`config.mk`:
```
export PLATFORM = sky130hd
export DESIGN_NAME = mcu0_intc
export DESIGN_NICKNAME = d
export VERILOG_FILES = /design/src/rtl/mcu0_pkg.sv /design/src/rtl/mcu0_prio_enc.sv /design/src/rtl/mcu0_intc.sv
export SDC_FILE = /design/constraint.sdc
export NUM_CORES = 1
export LEC_CHECK = 0
export ABC_AREA = 0
export CORE_MARGIN = 5
export CORE_UTILIZATION = 53
export CTS_BUF_LIST = sky130_fd_sc_hd__clkbuf_4
export DETAILED_ROUTE_END_ITERATION = 8
export PLACE_DENSITY = 0.81
export SLEW_MARGIN = 10
export SYNTH_ARGS = -nofsm -noshare
export SYNTH_HDL_FRONTEND = slang
export SYNTH_SLANG_ARGS = --single-unit
```
`constraint.sdc`:
```
create_clock -name clock -period 1.58 [get_ports clock]
set_input_delay 0.316 -clock clock [delete_from_list [all_inputs] [get_ports clock]]
set_output_delay 0.316 -clock clock [all_outputs]
set_load 0.02 [all_outputs]
```
`src/rtl/mcu0_pkg.sv`:
```
// Shared definitions for the mcu0 interrupt controller: FSM encoding,
// register addresses and STATUS bit positions.
package mcu0_pkg;

  typedef enum logic [1:0] {
    INTC_IDLE    = 2'd0,
    INTC_REQ     = 2'd1,
    INTC_SERVICE = 2'd2
  } intc_state_e;

  localparam logic [1:0] INTC_MASK = 2'd0;
  localparam logic [1:0] INTC_EDGE = 2'd1;
  localparam logic [1:0] INTC_PEND = 2'd2;
  localparam logic [1:0] INTC_STAT = 2'd3;

  localparam int STAT_STATE_MSB = 15;
  localparam int STAT_STATE_LSB = 14;
  localparam int STAT_ERR_BIT   = 13;

endpackage

```
`src/rtl/mcu0_prio_enc.sv`:
```
// Fixed-priority encoder: lowest set index wins.
module mcu0_prio_enc
  import mcu0_pkg::*;
#(
  parameter int NIRQ  = 8,
  parameter int VEC_W = 3
) (
  input  logic [NIRQ-1:0]  i_req,
  output logic             o_valid,
  output logic [VEC_W-1:0] o_vec
);

  always_comb begin
    o_valid = 1'b0;
    o_vec   = '0;
    for (int i = NIRQ - 1; i >= 0; i--) begin
      if (i_req[i]) begin
        o_valid = 1'b1;
        o_vec   = VEC_W'(i);
      end
    end
  end

endmodule

```
`src/rtl/mcu0_intc.sv`:
```
// Interrupt controller for the mcu0 core: synchronizes request lines, keeps
// per-source mask/mode/pending state and presents one vector at a time.
//
// state   | meaning
// IDLE    | nothing presented; arbitrate among eligible sources
// REQ     | interrupt asserted with a stable vector; waiting for int_ack
// SERVICE | core is in the handler; waiting for iret
module mcu0_intc
  import mcu0_pkg::*;
#(
  parameter int NIRQ  = 8,
  parameter int VEC_W = 3
) (
  input  logic             clock,
  input  logic             reset_n,
  input  logic [NIRQ-1:0]  irq_src,
  input  logic             cfg_we,
  input  logic [1:0]       cfg_addr,
  input  logic [15:0]      cfg_wdata,
  output logic [15:0]      cfg_rdata,
  output logic             interrupt,
  output logic [VEC_W-1:0] irq,
  input  logic             int_ack,
  input  logic             iret
);

  logic [NIRQ-1:0]  r_sync1, r_sync2, r_sync3, r_rise;
  logic [NIRQ-1:0]  r_mask, r_edge, r_pend;
  intc_state_e      r_state;
  logic             r_err, r_int;
  logic [VEC_W-1:0] r_irq;

  logic [NIRQ-1:0]  w_elig, w_clr, w_ack_bit, w_pend_nxt;
  logic             w_valid, w_ack_ok, w_misuse;
  logic             w_wr_mask, w_wr_edge, w_wr_pend, w_wr_stat;
  logic [VEC_W-1:0] w_vec;
  logic [15:0]      w_stat;
  logic             w_unused;

  assign w_unused  = ^cfg_wdata;
  assign w_elig    = r_pend & r_mask;
  assign w_wr_mask = cfg_we && (cfg_addr == INTC_MASK);
  assign w_wr_edge = cfg_we && (cfg_addr == INTC_EDGE);
  assign w_wr_pend = cfg_we && (cfg_addr == INTC_PEND);
  assign w_wr_stat = cfg_we && (cfg_addr == INTC_STAT);
  assign w_ack_ok  = int_ack && (r_state == INTC_REQ);
  assign w_misuse  = (int_ack && (r_state != INTC_REQ)) ||
                     (iret && (r_state != INTC_SERVICE));
  assign w_ack_bit = NIRQ'(1) << r_irq;
  assign w_clr     = ({NIRQ{w_wr_pend}} & cfg_wdata[NIRQ-1:0]) |
                     ({NIRQ{w_ack_ok}} & w_ack_bit);
  // Edge bits: a fresh rise beats any clear in the same cycle.
  assign w_pend_nxt = (r_edge & ((r_pend & ~w_clr) | r_rise)) |
                      (~r_edge & r_sync2);

  assign interrupt = r_int;
  assign irq       = r_irq;

  mcu0_prio_enc #(.NIRQ(NIRQ), .VEC_W(VEC_W)) u_prio (
    .i_req   (w_elig),
    .o_valid (w_valid),
    .o_vec   (w_vec)
  );

  always_ff @(posedge clock or negedge reset_n) begin
    if (!reset_n) begin
      r_sync1 <= '0;
      r_sync2 <= '0;
      r_sync3 <= '0;
      r_rise  <= '0;
      r_mask  <= '0;
      r_edge  <= '0;
      r_pend  <= '0;
    end else begin
      r_sync1 <= irq_src;
      r_sync2 <= r_sync1;
      r_sync3 <= r_sync2;
      r_rise  <= r_sync2 & ~r_sync3;
      r_pend  <= w_pend_nxt;
      if (w_wr_mask) r_mask <= cfg_wdata[NIRQ-1:0];
      if (w_wr_edge) r_edge <= cfg_wdata[NIRQ-1:0];
    end
  end

  always_ff @(posedge clock or negedge reset_n) begin
    if (!reset_n) begin
      r_state <= INTC_IDLE;
      r_int   <= 1'b0;
      r_irq   <= '0;
      r_err   <= 1'b0;
    end else begin
      if (w_misuse)       r_err <= 1'b1;
      else if (w_wr_stat) r_err <= 1'b0;
      case (r_state)
        INTC_IDLE: begin
          if (w_valid) begin
            r_irq   <= w_vec;
            r_int   <= 1'b1;
            r_state <= INTC_REQ;
          end
        end
        INTC_REQ: begin
          if (int_ack) begin
            r_int   <= 1'b0;
            r_state <= INTC_SERVICE;
          end else if (!w_elig[r_irq]) begin
            r_int   <= 1'b0;
            r_state <= INTC_IDLE;
          end
        end
        INTC_SERVICE: begin
          if (iret) r_state <= INTC_IDLE;
        end
        default: begin
          r_int   <= 1'b0;
          r_state <= INTC_IDLE;
        end
      endcase
    end
  end

  always_comb begin
    w_stat = '0;
    w_stat[STAT_STATE_MSB:STAT_STATE_LSB] = r_state;
    w_stat[STAT_ERR_BIT] = r_err;
    w_stat[VEC_W-1:0]    = r_irq;
    cfg_rdata = '0;
    case (cfg_addr)
      INTC_MASK: cfg_rdata = 16'(r_mask);
      INTC_EDGE: cfg_rdata = 16'(r_edge);
      INTC_PEND: cfg_rdata = 16'(r_pend);
      INTC_STAT: cfg_rdata = w_stat;
      default:   cfg_rdata = '0;
    endcase
  end

endmodule
```
# Word-level counts from Yosys, hierarchy flattened
# Index checks and enable logic that the tools add are counted.
op_classes:
  order_cmp: 1
  n_bitwise: 14
  eq_ne: 10
  reduce_logical: 14
  shifts: 1
  n_mux: 30
ops:
  columns: ["operator", "n"]
  rows:
  - ["$pmux W16 S4", 1]
  - ["$and A8 B8 Y8", 7]
  - ["$mux W3", 8]
  - ["$not A8 Y8", 3]
  - ["$or A8 B8 Y8", 3]
  - ["$mux W1", 14]
  - ["$mux W2", 4]
  - ["$shl A1 B3 Y8 const A", 1]
  - ["$logic_and A1 B1 Y1", 7]
  - ["$eq A2 B2 Y1 const B", 3]
  - ["$pmux W2 S3", 1]
  - ["$reduce_and A3 Y1", 2]
  - ["$eq A2 B1 Y1 const B", 2]
  - ["$logic_not A2 Y1", 2]
  - ["$lt A3 B4 Y1 const B", 1]
  - ["$ne A2 B1 Y1 const B", 2]
  - ["$ne A2 B2 Y1 const B", 2]
  - ["$bmux W1 S3", 1]
  - ["$ne A3 B3 Y1 const B", 1]
  - ["$pmux W1 S3", 1]
  - ["$reduce_and A2 Y1", 1]
  - ["$reduce_bool A2 Y1", 1]
  - ["$logic_or A1 B1 Y1", 1]
  - ["$not A1 Y1", 1]
totals:
  in_bits: 31
  out_inout_bits: 20
  ff_bits: 63
  word_cells: 81

# Depth between registers and ports, before layout
# Gate-level depths: netlist of the first run.
depth:
  ltp_word: 11
  depth_mapped: 6
  ltp_nobuf: 4

# Modules after synthesis
# A second synthesis of the first run with hierarchy kept.
hier_totals:
  hier_cells: 216
  hier_area_um2: 2646.3
by_module_without_submodules:
  columns: ["mod", "cells_per_inst", "seq_area_each_um2", "instances", "area_each_um2"]
  rows:
  - ["mcu0_intc", 203, 1576.5, 1, 2566.2]
  - ["mcu0_prio_enc", 13, 0.0, 1, 80.1]

# Worst setup path before layout of the first run
# Ideal clock, no wire load.
synth_timing:
  kind: "in2out"
  from: "input cfg_addr[0]"
  to: "output cfg_rdata[3]"
  path_stages: 4
  arrival_ns: 1.262
  path_slack_ns: 0.002
  required_time_ns: 1.264
  path_buffers: 2
  path_cell_list: "buf_2 buf_2 mux2i_1 o21ai_0"
synth_between:
  elab_chain_len: 2
  word_cells_on_any_way: 5
  classes_between: "3 x eq/ne; 1 x mux; 1 x reduce/logical"
synth_lines:
  columns: ["element", "line", "source"]
  rows:
  - ["start, declared", "mcu0_intc.sv:18", "input logic [1:0] cfg_addr,"]
  - ["$eq A2 B2 Y1, or another cell as far along", "mcu0_intc.sv:128", "case (cfg_addr)"]
  - ["$pmux W16 S4 *", "mcu0_intc.sv:128", null]
  - ["end, declared", "mcu0_intc.sv:20", "output logic [15:0] cfg_rdata,"]
# Mark *: on every way between the ends. The rest lies on a longest branch, timed or not. The select of a mux whose other input is x is not followed.

# Worst setup path after layout of the first run
layout_timing:
  from: "register r_irq[1], in the netlist irq[1]"
  to: "output cfg_rdata[1]"
layout_between:
  elab_chain_len: 1
layout_lines:
  columns: ["element", "line", "source"]
  rows:
  - ["start, declared", "mcu0_intc.sv:31", "logic [VEC_W-1:0] r_irq;"]
  - ["start signal, assigned", "mcu0_intc.sv:97", "r_irq <= w_vec;"]
  - ["$pmux W16 S4", "mcu0_intc.sv:128", null]
# Every way passes these cells. The select of a mux whose other input is x is not followed.

==> results of run 1 <==
cells in the final DEF (no fill, tap or decap), drive strengths merged, types with 2 or more instances in the layout:
cell type / synthesis / final
mux4: 5 / 5
clkinvlp: 0 / 2
conb: 1 / 5
a22oi: 2 / 2
a22o: 4 / 4
dfrtp: 63 / 63
clkdlybuf4s50: 0 / 19
nor3b: 3 / 3
o21ai: 8 / 8
and3: 3 / 3
mux2i: 5 / 5
buf: 10 / 61
a21oi: 14 / 14
nand2: 33 / 33
clkdlybuf4s15: 0 / 4
nor2b: 10 / 10
clkinv: 0 / 3
bufinv: 0 / 2
nor2: 10 / 10
a31oi: 8 / 8
clkbuf: 2 / 10
nand3: 5 / 5
nand2b: 2 / 2
mux2: 16 / 16
path summary, 6_finish.rpt:
check | from | endpoint | slack [ns] | depth (start not counted)
setup reg to reg | r_pend[1] | irq[0] | 0 | 6
max in group asynchronous | reset_n | r_sync2[4] | 0.85 | 3
setup / recovery | irq[1] | cfg_rdata[1] | -0.18 | 2
min in group asynchronous | reset_n | r_sync3[2] | 0.42 | 3
hold reg to reg | r_sync1[1] | r_sync2[1] | 0.35 | 0
hold / removal | irq_src[3] | r_sync1[3] | 0.34 | 1
cells in the mapped netlist, types with 2 or more instances:
cell type	n
clkbuf_1	2
nand2b_1	2
a22o_1	4
mux4_2	3
mux2_2	16
nor3b_1	2
nor2b_1	10
buf_4	5
mux4_1	2
a22oi_1	2
dfrtp_1	63
nand2_1	32
nor2_1	10
and3_1	3
mux2i_1	5
a21oi_1	14
nand3_1	5
a31oi_1	8
buf_2	4
o21ai_0	8
final cells by class:
class	instances	area, um2
clock buffers	9	67.6
clock inverters	7	87.6
fillers	349	1210
multi-input cells	147	1050
flip-flops and latches	63	1580
well taps	67	83.8
repair buffers	87	741
routing by layer:
metal  part of all wire (%)  GRT usage (%)  vias up
met2                     50           33.3       63
met5                      0              0        -
met4                    2.0           10.3        0
met1                     43           27.2     1021
met3                    5.5           3.99       12
li1                       -              -      958
registers in the layout, indices dropped and copies added, names as in the netlist:
name	flops
r_mask	8
irq	3
r_sync3	8
r_err	1
r_edge	8
r_state	2
r_rise	8
r_sync2	8
interrupt	1
r_sync1	8
r_pend	8
timing repair:
| item | CTS | global route |
|---|---|---|
| setup buffers | 6 | 3 |
| hold buffers | 1 | 0 |
| cloned | 1 | 0 |
| endpoints found under the setup margin | 21 | 10 |
| pin swaps | 1 | 2 |
| hold endpoints to repair | 63 | 0 |
| resized for setup | 83 | 6 |
worst max-delay path: stages, from the launching register on:
cell and delay, ns:
dfrtp_1 0.40, mux4_2 0.49, buf_6 0.15
kinds of logic after synthesis:
kind of cell	after synthesis
simple gates	72
flops	63
compound gates	44
mux	26
buf+inv	12
other cells	1
power groups by stage:
| stage | logic [mW] | clock network [mW] | registers, mW |
|---|---|---|---|
| floorplan | 0.869 | 0 | 2.14 |
| global placement | 1.73 | 0 | 2.03 |
| detailed placement | 1.76 | 0 | 2.04 |
| CTS | 1.84 | 1.22 | 2.00 |
| global route | 2.03 | 1.32 | 2.04 |
| finish | 1.89 | 1.21 | 2.01 |
==> impl_metrics.toml, run 1 <==
[cells_and_area]
diodes = 0
layout-drive-gt1-share_pct = 35.5
fin_area_um2 = 3610
postLayoutCoreUtil_pct = 75.0
syn_to_final_growth_pct = 35.3
nets = 339
fin_cells = 380

[placement]
placed_cell_area_um2 = 3380
dp.final_hpwl_um = 4230
dp_cells = 355
dpl_worst_slack_ns = -0.759
port_buffers = 37
gp_congestion = 1.02

[timing]
tns_ns = -0.515
grt_setup_unrepaired = "yes"
clock-skew-final_ns = 0.0118
hold_viol_final = 0
setup_ws_ns = -0.178
final-max-slew-violation-count = 0
holdWs_ns = 0.343
fmax_mhz = 569
period_share_pct = 111
finalSetupViolations = 4
period_minus_slack_ns = 1.76

[detailed_routing]
num_vias = 2054
dr.pass1.iters = 4
antenna_left = 0
routedWlPerCell_um = 16.0
drt_first_iter_violations = 223
drc = 0
totalWireLength_um = 6100
vias_per_cell = 5.41

[pwr]
vdd_drop_max_mv = 1.08
clock_power_share_pct = 23.7
p_int_mw = 3.45
p_per_area_nw_per_um2 = 1420
power_mw = 5.11
p_leak_nw = 1.62
p_sw_share_pct = 32.5
power_switching_mw = 1.66
p_seq_share_pct = 39.3
comb_power_share_pct = 37.0

[grt]
grt_pass1_vias = 2077
grt_pass1_wl_um = 9980
grt.total_usage_pct = 20.8
gr-total-overflow = 0
antenna_found_initial = 0
grt_max_degree = 64

[outcome]
violations = "setup timing"
status = "finished with violations"

[die]
die_h_um = 81.0
die_w_um = 81.0
pin_count = 51
core_area_um2 = 4820
rows = 25
die-area_um2 = 6550
initial_core_util_pct = 55.4

[synthesis]
ys.warnings.count = 0
synth_flop_cell = "dfrtp_1"
synth_top_cell_area_share_pct = 59.1
seq_area_frac_synth_pct = 59.1
ys_types = 38
synthCells = 218
synth_edf_count = 0
synthAdderAreaFrac_pct = 0
synth_compound_area_share_pct = 11.2
synth.avg_cell_area_um2 = 12.2
synth_xor_area_share_pct = 0
syn_area_um2 = 2670
synthSimpleGateAreaFrac_pct = 13.6
synth_area_leaders = "dfrtp_1 (59%), mux2_2 (6.8%), nand2_1 (4.5%), a21oi_1 (2.6%), mux4_2 (2.5%)"
synthArstFlopShare_pct = 100
synth_top_family_by_area = "simple AND/OR/NAND/NOR gates"
yosys_register_bits = 63
synth_area_leader_cell = "dfrtp_1"
synthMuxAreaShare_pct = 13.1

[cts]
numCtsBuffers = 9
clock_path_buffers = 2
clk_pin_slew_ns = 0.11
clock-root-buffer = "clkbuf_4"
cts_tree = "built"
htreeDepth = 3
clk_latency_ns = 0.40
clkSinkCount = 63

[setup_path]
critPathKind = "register to output port"
cp.required_ns = 1.26
cp-start-kind = "register"
crit_fanout = 2
cp_data_arrival_time_ns = 1.44
crit_path_end_kind = "output port"

[run]
cap_violations = 0

[min_path]
hp-class = "input port to register"
(Power assumes the default switching activity.)
==> inputs of run 2 (changes only) <==
--- a/config.mk
+++ b/config.mk
@@ -5,10 +5,9 @@
 export SDC_FILE = /design/constraint.sdc
 export NUM_CORES = 1
 export LEC_CHECK = 0
-export ABC_AREA = 0
 export CORE_MARGIN = 5
 export CORE_UTILIZATION = 53
-export CTS_BUF_LIST = sky130_fd_sc_hd__clkbuf_4
+export CTS_BUF_LIST = sky130_fd_sc_hd__clkbuf_4 sky130_fd_sc_hd__clkbuf_8
 export DETAILED_ROUTE_END_ITERATION = 8
 export PLACE_DENSITY = 0.81
 export SLEW_MARGIN = 10
==> constraint.sdc (replaced) <==
create_clock -name clock -period 1.65 [get_ports clock]
set_input_delay 0.33 -clock clock [delete_from_list [all_inputs] [get_ports clock]]
set_output_delay 0.33 -clock clock [all_outputs]
set_load 0.02 [all_outputs]
==> run 2 against run 1 <==
Compared with the run above: the run still ends with setup timing left; critical path depth stayed put; clock power is 25% higher; hold slack gained 0.0049 ns; count of clock-buffer cells in the layout is 2 higher; wire length rose by 1.8%; setup slack better by 0.091 ns; sequential power down 3%; core utilization is 0.81 points lower; combinational power decreased by 13%; die area unchanged; power fell by 0.17%; critical path type unchanged.
==> impl_metrics.toml, run 2 (synthesized netlist as in run 1, its figures left out) <==
[cts]
clock-root-buffer = "clkbuf_8"
cts_tree = "built"
clkSinkCount = 63
htreeDepth = 3
clock_path_buffers = 2
clk_latency_ns = 0.35
numCtsBuffers = 9
clk_pin_slew_ns = 0.07
post_cts_buffers = 0

[min_path]
hp-class = "register to register"

[placement]
port_buffers = 37
dp_cells = 351
dp.final_hpwl_um = 4390
dpl_worst_slack_ns = -0.756
gp_congestion = 0.978
placed_cell_area_um2 = 3350

[detailed_routing]
dr.pass1.iters = 4
vias_per_cell = 5.34
drc = 0
antenna_left = 0
routedWlPerCell_um = 16.8
totalWireLength_um = 6210
num_vias = 1972
drt_first_iter_violations = 120

[pwr]
p_seq_share_pct = 38.0
power_switching_mw = 1.60
vdd_drop_max_mv = 1.10
power_mw = 5.10
p_sw_share_pct = 31.3
comb_power_share_pct = 32.3
p_int_mw = 3.51
p_per_area_nw_per_um2 = 1430
clock_power_share_pct = 29.6
p_leak_nw = 1.61

[timing]
period_share_pct = 105
fmax_mhz = 576
final-max-slew-violation-count = 0
setup_ws_ns = -0.0870
grt_setup_unrepaired = "yes"
clock-skew-final_ns = 0.00848
finalSetupViolations = 3
hold_viol_final = 0
period_minus_slack_ns = 1.74

[setup_path]
crit_path_end_kind = "output port"
cp.required_ns = 1.32
crit-reg2reg-launch = "r_mask[2]"
cp-start-kind = "register"
critPathKind = "register to output port"
reg2reg_slack_ns = 0.06
crit_end = "cfg_rdata[0]"
cp_data_arrival_time_ns = 1.41
rr_worst_depth = 4
rr_endpoint = "interrupt"
worstSetupStartpoint = "irq[0]"
crit_fanout = 2
crit_chain = "mux4_2 > buf_6"
crit_path_max_incr_delay_ns = 0.51
cp_slowest_cell = "mux4_2"

[cells_and_area]
fin_area_um2 = 3570
postLayoutCoreUtil_pct = 74.2
seqCellArea_um2 = 1580
final_common_cell = "dfrtp_1"
final_cell_mix = "dfrtp_1 (63), buf_4 (36), nand2_1 (32), clkdlybuf4s50_1 (19), mux2_2 (16)"
syn_to_final_growth_pct = 33.8
multi_input_area_um2 = 1030
fill_cells = 385
layout-drive-gt1-share_pct = 30.5
fin_cells = 369
diodes = 0
nets = 328

[outcome]
violations = "setup timing"
status = "finished with violations"

[grt]
grt_pass1_vias = 2060
grt_pass1_wl_um = 10400
grt_max_degree = 64
grt.total_usage_pct = 21.8
gr-total-overflow = 0
antenna_found_initial = 0

[die]
rows = 25
core_area_um2 = 4820
die_w_um = 81.0
die_h_um = 81.0
die-area_um2 = 6550
initial_core_util_pct = 55.4
pin_count = 51

[run]
cap_violations = 0
## run 2: cell count changes in the layout (fill, tap and decap cells not counted), sizes merged
cell / change
clkdlybuf4s15: -1
dlygate4sd2: +2
clkbuf: +3
dlymetal6s2s: +1
buf: -14
clkinvlp: -1
clkinv: -1
## run 2: cell type report
class | count | share of cell area [%]
clock buffers | 11 | 4.06
multi-input cells | 147 | 29.0
flip-flops and latches | 63 | 44.1
well taps | 67 | 2.35
clock inverters | 5 | 2.28
repair buffers | 76 | 18.2
## run 2: layer usage
metal,GRT usage (%),routed length [um],vias to the layer above
met2,34.9,3090,58
met3,7.54,409,11
met1,27.6,2610,962
li1,-,-,941
met4,7.77,89,0
met5,0,0,-
## run 2: power by group through the flow
stage	logic, mW	registers [mW]	clock network, mW
6_report	1.65	1.94	1.51
5_1_grt	1.79	1.97	1.61
4_1_cts	1.63	1.94	1.53
3_5_place_dp	1.67	1.96	0
3_3_place_gp	1.64	1.95	0
2_1_floorplan	0.833	2.05	0
## run 2: worst max-delay path, delay by kind of cell (launching register included)
| kind | cells | cell delay [ns] |
|---|---|---|
| muxes | 1 | 0.51 |
| buffers and inverters | 1 | 0.15 |
| DFF | 1 | 0.40 |
## run 2: how the worst min path moves through the flow
stage,slack (ns),from,cells past startpoint,end
final,0.35,r_sync1[5],0,r_sync2[5]
after detailed placement,0.34,r_sync1[5],0,r_sync2[5]
after CTS,0.35,r_sync1[5],0,r_sync2[5]
after floorplan,0.03,reset_n,0,interrupt
after global placement,0.33,r_sync1[7],0,r_sync2[7]
after global routing,0.37,r_sync1[4],0,r_sync2[4]
## run 2: repair_timing
| item | 4_1_cts | 5_1_grt |
|---|---|---|
| endpoints found under the hold margin | 26 | 0 |
| resized for setup | 55 | 13 |
| setup endpoints to repair | 14 | 13 |
| hold buffers | 1 | 0 |
| pin swaps | 0 | 0 |
| cloned | 1 | 0 |
## run 2: per-stage QoR
step	setup TNS [ns]	hold WS, ns
after floorplan	0	0.0344
after global placement	-13.45	0.334
after detailed placement	-13.86	0.337
after CTS	-0.224	0.351
after global routing	-0.302	0.370
final	-0.155	0.347
